===== config.mk =====
export PLATFORM = sky130hd
export DESIGN_NAME = alu_rr_scheduler
export DESIGN_NICKNAME = d
export VERILOG_FILES = /design/src/rtl/alu_rr_scheduler.sv
export SDC_FILE = /design/constraint.sdc
export NUM_CORES = 1
export LEC_CHECK = 0
export CAP_MARGIN = 15
export CORE_MARGIN = 5
export CORE_UTILIZATION = 45
export DETAILED_ROUTE_END_ITERATION = 10
export PLACE_DENSITY = 0.84
export SLEW_MARGIN = 10
export SYNTH_ARGS = -nofsm -noshare
export SYNTH_HDL_FRONTEND = slang
export SYNTH_SLANG_ARGS = --single-unit

===== constraint.sdc =====
create_clock -name clk_i -period 8.7 [get_ports clk_i]
set_input_delay 1.305 -clock clk_i [delete_from_list [all_inputs] [get_ports clk_i]]
set_output_delay 1.305 -clock clk_i [all_outputs]
set_load 0.01 [all_outputs]

===== src/rtl/alu_rr_scheduler.sv =====
// ---------------------------------------------------------------------------
// alu_rr_scheduler
//
// Shares one ALU between NUM_REQ requesters. Each cycle that the output slot
// is free, a round-robin arbiter picks one valid requester. Its operation is
// computed and registered into a single result slot, tagged with the
// requester index. Downstream drains the slot over valid/ready.
//
// Optional build macro: ALU_RR_SCHED_PERF_CNT_EN adds a 32-bit grant counter
// output (grant_cnt_o).
//
// Ports:
//   clk_i        clock, rising edge
//   rst_i        synchronous reset, active-high
//   req_a_i      operand A per requester, packed DATA_IN_WIDTH each
//   req_b_i      operand B per requester, packed DATA_IN_WIDTH each
//   req_op_i     3-bit opcode per requester, packed
//   req_valid_i  request valid per requester
//   req_ready_o  grant per requester (one-hot or zero)
//   res_o        registered result
//   res_carry_o  carry / borrow / shifted-out bit of the result
//   res_id_o     index of the requester that produced res_o
//   res_valid_o  result slot holds valid data
//   res_ready_i  downstream accepts the result
//   grant_cnt_o  (macro only) number of grants since reset, wraps at 2^32
//
// Opcodes: 000 add, 001 sub, 010 and, 011 or, 100 xor, 101 pass A,
//          110 shl A, 111 logical shr A.
// ---------------------------------------------------------------------------

// Per-requester operand gate: forwards the lane's operands only when the
// lane holds the grant, so the shared ALU input is a plain OR of all lanes.
module alu_rr_scheduler_lane #(
    parameter int DATA_IN_WIDTH = 8
) (
    input  logic                     sel,
    input  logic [DATA_IN_WIDTH-1:0] a,
    input  logic [DATA_IN_WIDTH-1:0] b,
    input  logic [2:0]               op,
    output logic [DATA_IN_WIDTH-1:0] a_g,
    output logic [DATA_IN_WIDTH-1:0] b_g,
    output logic [2:0]               op_g
);
    assign a_g  = sel ? a  : '0;
    assign b_g  = sel ? b  : '0;
    assign op_g = sel ? op : '0;
endmodule

module alu_rr_scheduler #(
    parameter  int NUM_REQ       = 4,
    parameter  int DATA_IN_WIDTH = 8,
    localparam int ID_W          = $clog2(NUM_REQ)
) (
    input  logic                             clk_i,
    input  logic                             rst_i,
    input  logic [NUM_REQ*DATA_IN_WIDTH-1:0] req_a_i,
    input  logic [NUM_REQ*DATA_IN_WIDTH-1:0] req_b_i,
    input  logic [NUM_REQ*3-1:0]             req_op_i,
    input  logic [NUM_REQ-1:0]               req_valid_i,
    output logic [NUM_REQ-1:0]               req_ready_o,
    output logic [DATA_IN_WIDTH-1:0]         res_o,
    output logic                             res_carry_o,
    output logic [ID_W-1:0]                  res_id_o,
    output logic                             res_valid_o,
    input  logic                             res_ready_i
`ifdef ALU_RR_SCHED_PERF_CNT_EN
    ,
    output logic [31:0]                      grant_cnt_o
`endif
);
    localparam int W = DATA_IN_WIDTH;

    typedef struct packed {
        logic [W-1:0]    data;
        logic            carry;
        logic [ID_W-1:0] id;
    } res_t;

    res_t            res_q;
    logic [ID_W-1:0] rr_ptr;

    // ---------------- arbitration ----------------
    // Returns {found, winner}: first valid bit at or above ptr, with wrap.
    function automatic logic [ID_W:0] rr_pick(input logic [NUM_REQ-1:0] v,
                                              input logic [ID_W-1:0]    ptr);
        logic            found;
        logic [ID_W-1:0] w;
        logic [ID_W-1:0] idx;
        found = 1'b0;
        w     = '0;
        for (int i = 0; i < NUM_REQ; i++) begin
            idx = ID_W'((int'(ptr) + i) % NUM_REQ);
            if (!found && v[idx]) begin
                found = 1'b1;
                w     = idx;
            end
        end
        return {found, w};
    endfunction

    logic                slot_free;
    logic                pick_found;
    logic [ID_W-1:0]     pick_w;
    logic [NUM_REQ-1:0]  grant_vec;
    logic                grant;
    logic [ID_W-1:0]     ptr_nxt;

    // A draining result frees the slot in the same cycle (pass-through).
    assign slot_free              = !res_valid_o || res_ready_i;
    assign {pick_found, pick_w}   = rr_pick(req_valid_i, rr_ptr);

    always_comb begin
        grant_vec = '0;
        if (!rst_i && slot_free && pick_found)
            grant_vec[pick_w] = 1'b1;
    end

    assign grant       = |grant_vec;
    assign req_ready_o = grant_vec;
    assign ptr_nxt     = (pick_w == ID_W'(NUM_REQ - 1)) ? '0 : pick_w + ID_W'(1);

    // ---------------- operand select ----------------
    logic [NUM_REQ-1:0][W-1:0] a_g;
    logic [NUM_REQ-1:0][W-1:0] b_g;
    logic [NUM_REQ-1:0][2:0]   op_g;

    for (genvar k = 0; k < NUM_REQ; k++) begin : g_lane
        alu_rr_scheduler_lane #(.DATA_IN_WIDTH(W)) u_lane (
            .sel  (grant_vec[k]),
            .a    (req_a_i[k*W +: W]),
            .b    (req_b_i[k*W +: W]),
            .op   (req_op_i[k*3 +: 3]),
            .a_g  (a_g[k]),
            .b_g  (b_g[k]),
            .op_g (op_g[k])
        );
    end

    logic [W-1:0] a_sel;
    logic [W-1:0] b_sel;
    logic [2:0]   op_sel;

    always_comb begin
        a_sel  = '0;
        b_sel  = '0;
        op_sel = '0;
        for (int k = 0; k < NUM_REQ; k++) begin
            a_sel  = a_sel  | a_g[k];
            b_sel  = b_sel  | b_g[k];
            op_sel = op_sel | op_g[k];
        end
    end

    // ---------------- ALU ----------------
    logic [W-1:0] alu_res;
    logic         alu_carry;
    logic [W:0]   ext;

    always_comb begin
        alu_res   = '0;
        alu_carry = 1'b0;
        ext       = '0;
        case (op_sel)
            3'b000: begin
                ext       = {1'b0, a_sel} + {1'b0, b_sel};
                alu_res   = ext[W-1:0];
                alu_carry = ext[W];
            end
            3'b001: begin
                // Top bit of the widened difference is the borrow (A < B).
                ext       = {1'b0, a_sel} - {1'b0, b_sel};
                alu_res   = ext[W-1:0];
                alu_carry = ext[W];
            end
            3'b010: alu_res = a_sel & b_sel;
            3'b011: alu_res = a_sel | b_sel;
            3'b100: alu_res = a_sel ^ b_sel;
            3'b101: alu_res = a_sel;
            3'b110: begin
                alu_res   = {a_sel[W-2:0], 1'b0};
                alu_carry = a_sel[W-1];
            end
            default: begin
                alu_res   = {1'b0, a_sel[W-1:1]};
                alu_carry = a_sel[0];
            end
        endcase
    end

    // ---------------- result slot ----------------
    always_ff @(posedge clk_i) begin
        if (rst_i) begin
            res_q       <= '0;
            res_valid_o <= 1'b0;
            rr_ptr      <= '0;
        end else if (grant) begin
            res_q       <= '{data: alu_res, carry: alu_carry, id: pick_w};
            res_valid_o <= 1'b1;
            rr_ptr      <= ptr_nxt;
        end else if (res_ready_i) begin
            res_valid_o <= 1'b0;
        end
    end

    assign res_o       = res_q.data;
    assign res_carry_o = res_q.carry;
    assign res_id_o    = res_q.id;

`ifdef ALU_RR_SCHED_PERF_CNT_EN
    always_ff @(posedge clk_i) begin
        if (rst_i)
            grant_cnt_o <= '0;
        else if (grant)
            grant_cnt_o <= grant_cnt_o + 32'd1;
    end
`endif

endmodule


# Yosys cells after proc, flatten, opt, wreduce, memory -nomap -nowiden
# Cells that the tools add are included.
[word_totals]
wordCells = 88
register_bits = 14
out_inout_bits = 16
[classes]
n_reduce_logical = 16
eq_ne = 7
bitwise_logic = 12
order_cmp = 6
n_mux = 36
add_sub_neg = 6
[ops]
columns = ["op", "n"]
rows = [
  ["2-to-1 mux 8 bit", 8],
  ["OR 8 bit", 7],
  ["case mux 8 bit (7 select lines)", 1],
  ["< comparator 2 x 3 -> 1 bit (second input constant)", 5],
  ["2-to-1 mux 3 bit", 4],
  ["2-to-1 mux 1 bit", 11],
  ["2-to-1 mux 2 bit", 5],
  ["adder 8 x 8 -> 9 bit", 1],
  ["== test 3 bit (second input constant)", 3],
  ["OR 3 bit", 3],
  ["subtractor 8 x 8 -> 9 bit", 1],
  ["bitwise AND 8 bit", 1],
  ["binary-select mux 1 bit (select 2 bit)", 4],
  ["OR reduction 4 bit", 2],
  ["XOR 8 bit", 1],
  ["== test 3 x 2 -> 1 bit (second input constant)", 2],
  ["logical AND 1 bit", 6],
  ["zero test 1 bit", 5],
  ["adder 2 x 1 -> 2 bit (second input constant)", 2],
  ["adder 2 bit (second input constant)", 2],
  ["2-to-1 mux 4 bit", 1],
  ["case mux 1 bit (4 select lines)", 1],
  ["== test 3 x 1 -> 1 bit (second input constant)", 1],
  ["zero test 3 bit", 1],
  ["5 further kinds", 5],
]

# Depth between registers and ports, before layout
[logic_depth]
word_depth = 24
ltp_mapped = 21

# By module
# Synthesis repeated with hierarchy kept, for this count alone.
[unflattened]
cells_unflattened = 367
hier_area_um2 = 2695.1
[modules_own_cells]
columns = ["module", "cells_per_inst", "area_each_um2", "instances", "seq_area_each_um2"]
rows = [
  ["alu_rr_scheduler", 287, 2099.5, 1, 280.3],
  ["alu_rr_scheduler_lane", 20, 148.9, 4, 0.0],
]

# Worst setup path before layout
# OpenSTA, ideal clock, no wires.
[synth_timing]
path_kind = "in2reg"
startpoint = "input port req_valid_i[2]"
endpoint = "register res_q, in the netlist res_o[7]"
path_slack_ns = 3.727
setup_ns = 0.133
arrival_ns = 4.840
stages = 19
required_time_ns = 8.567
cell_sequence = "mux2i_1 > nor2_1 > a311oi_1 > inv_1 > ha_1 > clkbuf_1 > and2_1 > clkbuf_1 > a22oi_1 > nand2_1 > ha_1 > clkbuf_1 > nor2_1 > a2111o_1 > a31o_2 > o31ai_1 > mux2_2 > o21ai_0 > o21ai_0"
[synth_between]
word_cells_on_any_way = 64
[synth_rtl]
columns = ["item", "line_no", "rtl"]
rows = [
  ["from (decl)", "59", "input logic [NUM_REQ-1:0] req_valid_i,"],
  ["binary-select mux 1 bit (select 2 bit)", "93", "if (!found && v[idx]) begin"],
  ["2-to-1 mux 1 bit (implied by the code)", "93", ""],
  ["2-to-1 mux 1 bit", "93", ""],
  ["zero test 1 bit", "93", ""],
  ["logical AND 1 bit", "93", ""],
  ["2-to-1 mux 1 bit", "93", ""],
  ["zero test 1 bit", "93", ""],
  ["logical AND 1 bit", "93", ""],
  ["[... 4 more ...]", "--", ""],
  ["net pick_w[0]", "103", "logic [ID_W-1:0] pick_w;"],
  ["[... 2 more ...]", "--", ""],
  ["2-to-1 mux 1 bit (implied by the code)", "115", "grant_vec[pick_w] = 1'b1;"],
  ["demux 1 bit (select 2 bit) (*)", "115", ""],
  ["2-to-1 mux 4 bit (*)", "114", "if (!rst_i && slot_free && pick_found)"],
  ["net g_lane[2].u_lane.sel", "36", "input logic sel,"],
  ["2-to-1 mux 8 bit (tied with other cells)", "44", "assign a_g = sel ? a : '0;"],
  ["OR 8 bit (tied with other cells) (2 in series)", "148", "a_sel = a_sel | a_g[k];"],
  ["subtractor 8 x 8 -> 9 bit (tied with other cells)", "171", "ext = {1'b0, a_sel} - {1'b0, b_sel};"],
  ["case mux 8 bit (7 select lines)", "163", "case (op_sel)"],
  ["to (signal assigned)", "197", "res_q <= '{data: alu_res, carry: alu_carry, id: pick_w};"],
  ["to (decl)", "79", "res_t res_q;"],
]
# Mark *: on every way through the listed nets, which the timed path passes. The rest lies on a longest branch. The select of a mux whose other input is x is not followed.
# A chain may end at the register's enable or synchronous reset.

# Final worst setup path
[layout_timing]
startpoint = "input port req_valid_i[0]"
endpoint = "register res_q, in the netlist res_o[7]"
[layout_between]
elab_chain_cells = 23
word_cells_on_any_way = 64
[layout_lines]
columns = ["item", "line_no"]
rows = [
  ["binary-select mux 1 bit (select 2 bit)", "93"],
  ["2-to-1 mux 1 bit (implied by the code)", "93"],
  ["2-to-1 mux 1 bit", "93"],
  ["zero test 1 bit", "93"],
  ["logical AND 1 bit", "93"],
  ["2-to-1 mux 1 bit", "93"],
  ["zero test 1 bit", "93"],
  ["logical AND 1 bit", "93"],
  ["[... 4 more ...]", "--"],
  ["net pick_w[0]", "103"],
  ["[... 1 more ...]", "--"],
  ["logical AND 1 bit (implied by the code)", "115"],
  ["2-to-1 mux 1 bit (implied by the code)", "115"],
  ["demux 1 bit (select 2 bit) (*)", "115"],
  ["2-to-1 mux 4 bit (*)", "114"],
  ["2-to-1 mux 8 bit (tied with other cells)", "44"],
  ["OR 8 bit (tied with other cells) (3 in series)", "148"],
  ["subtractor 8 x 8 -> 9 bit (tied with other cells)", "171"],
  ["case mux 8 bit (7 select lines)", "163"],
]
# Marked as above.

==> impl_metrics.ini <==
[run_status]
outcome = finished clean

[clock_network]
numCtsBuffers = 3
path_clk_slew_ns = 0.06
clockBufferDepth = 2
htree_levels = 1
cts_hold_buf = 0
cts_setup_buffers = 0
cts-root-buf = clkbuf_8
tritoncts = built
cts_resized = 0
numClockSinks = 14
clock_latency_ns = 0.25

[routing]
antenna_left = 0
wl_per_cell_um = 17.4
drt_iter0_markers = 270
vias = 2812
drcViolationCount = 0
routed_wl_mm = 8.21
post_drt_via_cell_ratio = 5.97
drt-pass1-iter-count = 5

[worst_setup_path]
r2r-end = res_o[7]
cpMaxStageDelayCell = a311oi_1
rrSetupSlack_ns = 4.33
r2r_cells = 16
crit_type = in -> reg
slowest_delay_ns = 0.50
crit_chain = clkdlybuf4s50_1, mux2i_1, nor2_1, a311oi_1, inv_1, ha_1, and2_1, a22oi_1, nand2_1, ha_1, nor2_1, a2111o_1, a31o_2, o31ai_1, mux2_2, o21ai_0, o21ai_0
crit_required_ns = 8.82
r2r_start = rr_ptr[1]
crit_fanout = 14
start_kind = input port
critPathArrivalTime_ns = 5.55
worstSetupEndpointType = register

[worst_hold_path]
hold_end = res_o[3]
min_path_type = reg -> reg
whs_path_depth = 2
hold_start = res_o[3]

[timing]
relSlewSlack = 0.320
rsz0062_at_grt = false
worstMarginPinSlew_ns = 1.02
hold_viol = 0
fin_setup_tns_ns = 0
slew_viol_final = 0
final.min_clock_period_ns = 5.44
setup_viol = 0
fin_skew_ns = 0.00480
fmax_mhz = 184
min_period_over_period = 0.625

[synthesis]
synth_warnings = 0
post_synth.cell_area_avg_um2 = 7.45
synth_flop_cell = dfxtp_1
syn_inst = 327
yosysTopAreaCellShare = 0.139
yosysTopAreaCell = ha_1
yosys-top-cells-area = ha_1 (14%), dfxtp_1 (12%), a22oi_1 (10%)
synth_edf_count = 0
ys_ff_latch = 14
synthesis.area_um2 = 2440
seq_area_frac_synth = 0.115
synth-async-reset-ratio = 0
synthesis.nets = 439
synth_cell_types = 55

[power]
p_int_mw = 0.290
irDropWorstVdd_uv = 86.9
p_sw_frac = 0.455
pwr-share-comb = 0.717
power_switching_mw = 0.242
power_frac_seq = 0.160
leakage_nw = 1.30
p_clk_frac = 0.122
p_per_area_nw_per_um2 = 156

[die]
pin_count = 99
coreArea_um2 = 5170
die_width_um = 83.6
die_area_um2 = 6980
start_util = 0.471
num_rows = 26
die_h_um = 83.6

[finish]
postLayoutCoreUtil = 0.659
layout_commonest_cell = clkdlybuf4s50_1
syn_to_final_growth_pct = 39.9
most-common-layout-cells = clkdlybuf4s50_1 (98), a22oi_1 (34), a21oi_1 (28), nand2_1 (28), ha_1 (27)
nets = 514
drive_above_1_share = 0.0474
insertedDiodeCount = 0

[global_route]
grt_util_all_layers = 0.229
grt_overflow = 0
grt_pass1_vias = 2792
antenna_found_initial = 0
grt_start_max_net_pins = 21
grt_pass1_wl_mm = 13.6

[placement]
gp_congestion = 1.01
place_hpwl_mm = 6.48
io_buffers = 98

[run]
drv_cap = 0
per-layer routing:
| layer | GRT usage | vias up | share of wire |
|---|---|---|---|
| li1 | - | 1349 | - |
| met1 | 0.288 | 1307 | 0.42 |
| met2 | 0.393 | 138 | 0.48 |
| met3 | 0.0543 | 18 | 0.083 |
| met4 | 0.0512 | 0 | 0.018 |
| met5 | 0 | - | 0 |
critical path: cells and delay by family:
family / cells / cell delay, ns
AOI/OAI and AO/OA: 7 / 1.69
adders and majority gates: 2 / 0.83
buffers and inverters: 2 / 0.61
and+or+nand+nor: 4 / 0.60
muxes: 2 / 0.52
cells by family (layout without fill, tap and decap cells):
group	count (synthesis)	count (layout)	synth area share
flip-flops	14	14	0.115
AND/OR/NAND/NOR	92	92	0.186
multiplexers	10	10	0.0524
AO/OA/AOI/OAI	122	122	0.361
adder cells (fa/ha/maj)	29	29	0.155
XOR/XNOR	9	9	0.0324
buffers and inverters	51	125	0.0976
sequential cells by signal (all words and copies together), names as in the netlist:
register	count
res_carry_o	1
res_o	8
rr_ptr	2
res_valid_o	1
res_id_o	2
worst max-delay path by stage:
| stage | start | end | slack (ns) | cells past startpoint |
|---|---|---|---|---|
| after floorplan | req_valid_i[2] | res_o[7] | 3.73 | 19 |
| after global placement | req_valid_i[0] | res_o[7] | 3.17 | 17 |
| after detailed placement | req_valid_i[0] | res_o[7] | 3.05 | 17 |
| after CTS | req_valid_i[0] | res_o[7] | 3.30 | 17 |
| after global routing | req_valid_i[0] | res_o[7] | 2.92 | 17 |
| final | req_valid_i[0] | res_o[7] | 3.26 | 17 |
cells in the mapped netlist, types with 4 or more instances:
| library cell | instances |
|---|---|
| dfxtp_1 | 14 |
| nor2_1 | 20 |
| buf_2 | 6 |
| o31ai_1 | 4 |
| and2_1 | 7 |
| nand2b_1 | 6 |
| a21oi_4 | 4 |
| a22oi_1 | 34 |
| buf_4 | 4 |
| o21ai_0 | 14 |
| inv_1 | 23 |
| clkbuf_1 | 16 |
| a221oi_1 | 4 |
| ha_1 | 27 |
| xor2_1 | 6 |
| nand3_1 | 4 |
| nand2_1 | 28 |
| a211oi_1 | 5 |
| mux2i_1 | 6 |
| nor3_1 | 11 |
| a21oi_1 | 28 |
power groups by stage:
stage	clock network (mW)	logic, mW	registers (mW)
after detailed placement	0	0.373	0.0867
final	0.0652	0.382	0.0855
after CTS	0.0650	0.377	0.0853
after global placement	0	0.368	0.0869
after global routing	0.0695	0.417	0.0866
after floorplan	0	0.253	0.0911
metrics by stage:
step	cell area, µm²	instances	hold slack, ns	worst slack (ns)	power [mW]
final	3410	471	0.456	3.26	0.533
after global routing	3410	471	0.484	2.92	0.574
after CTS	3410	471	0.460	3.30	0.527
after detailed placement	3350	467	0.452	3.05	0.460
after global placement	3350	467	0.444	3.17	0.455
after floorplan	2440	327	0.481	3.73	0.344
area by class of cell:
type / instances / area (µm²)
Timing Repair Buffer: 98 / 981
Clock buffer: 4 / 55.1
Multi-Input combinational cell: 262 / 1920
Inverter: 23 / 86.3
Fill cell: 425 / 1760
Tap cell: 70 / 87.6
Sequential cell: 14 / 280
(Power assumes the default switching activity.)
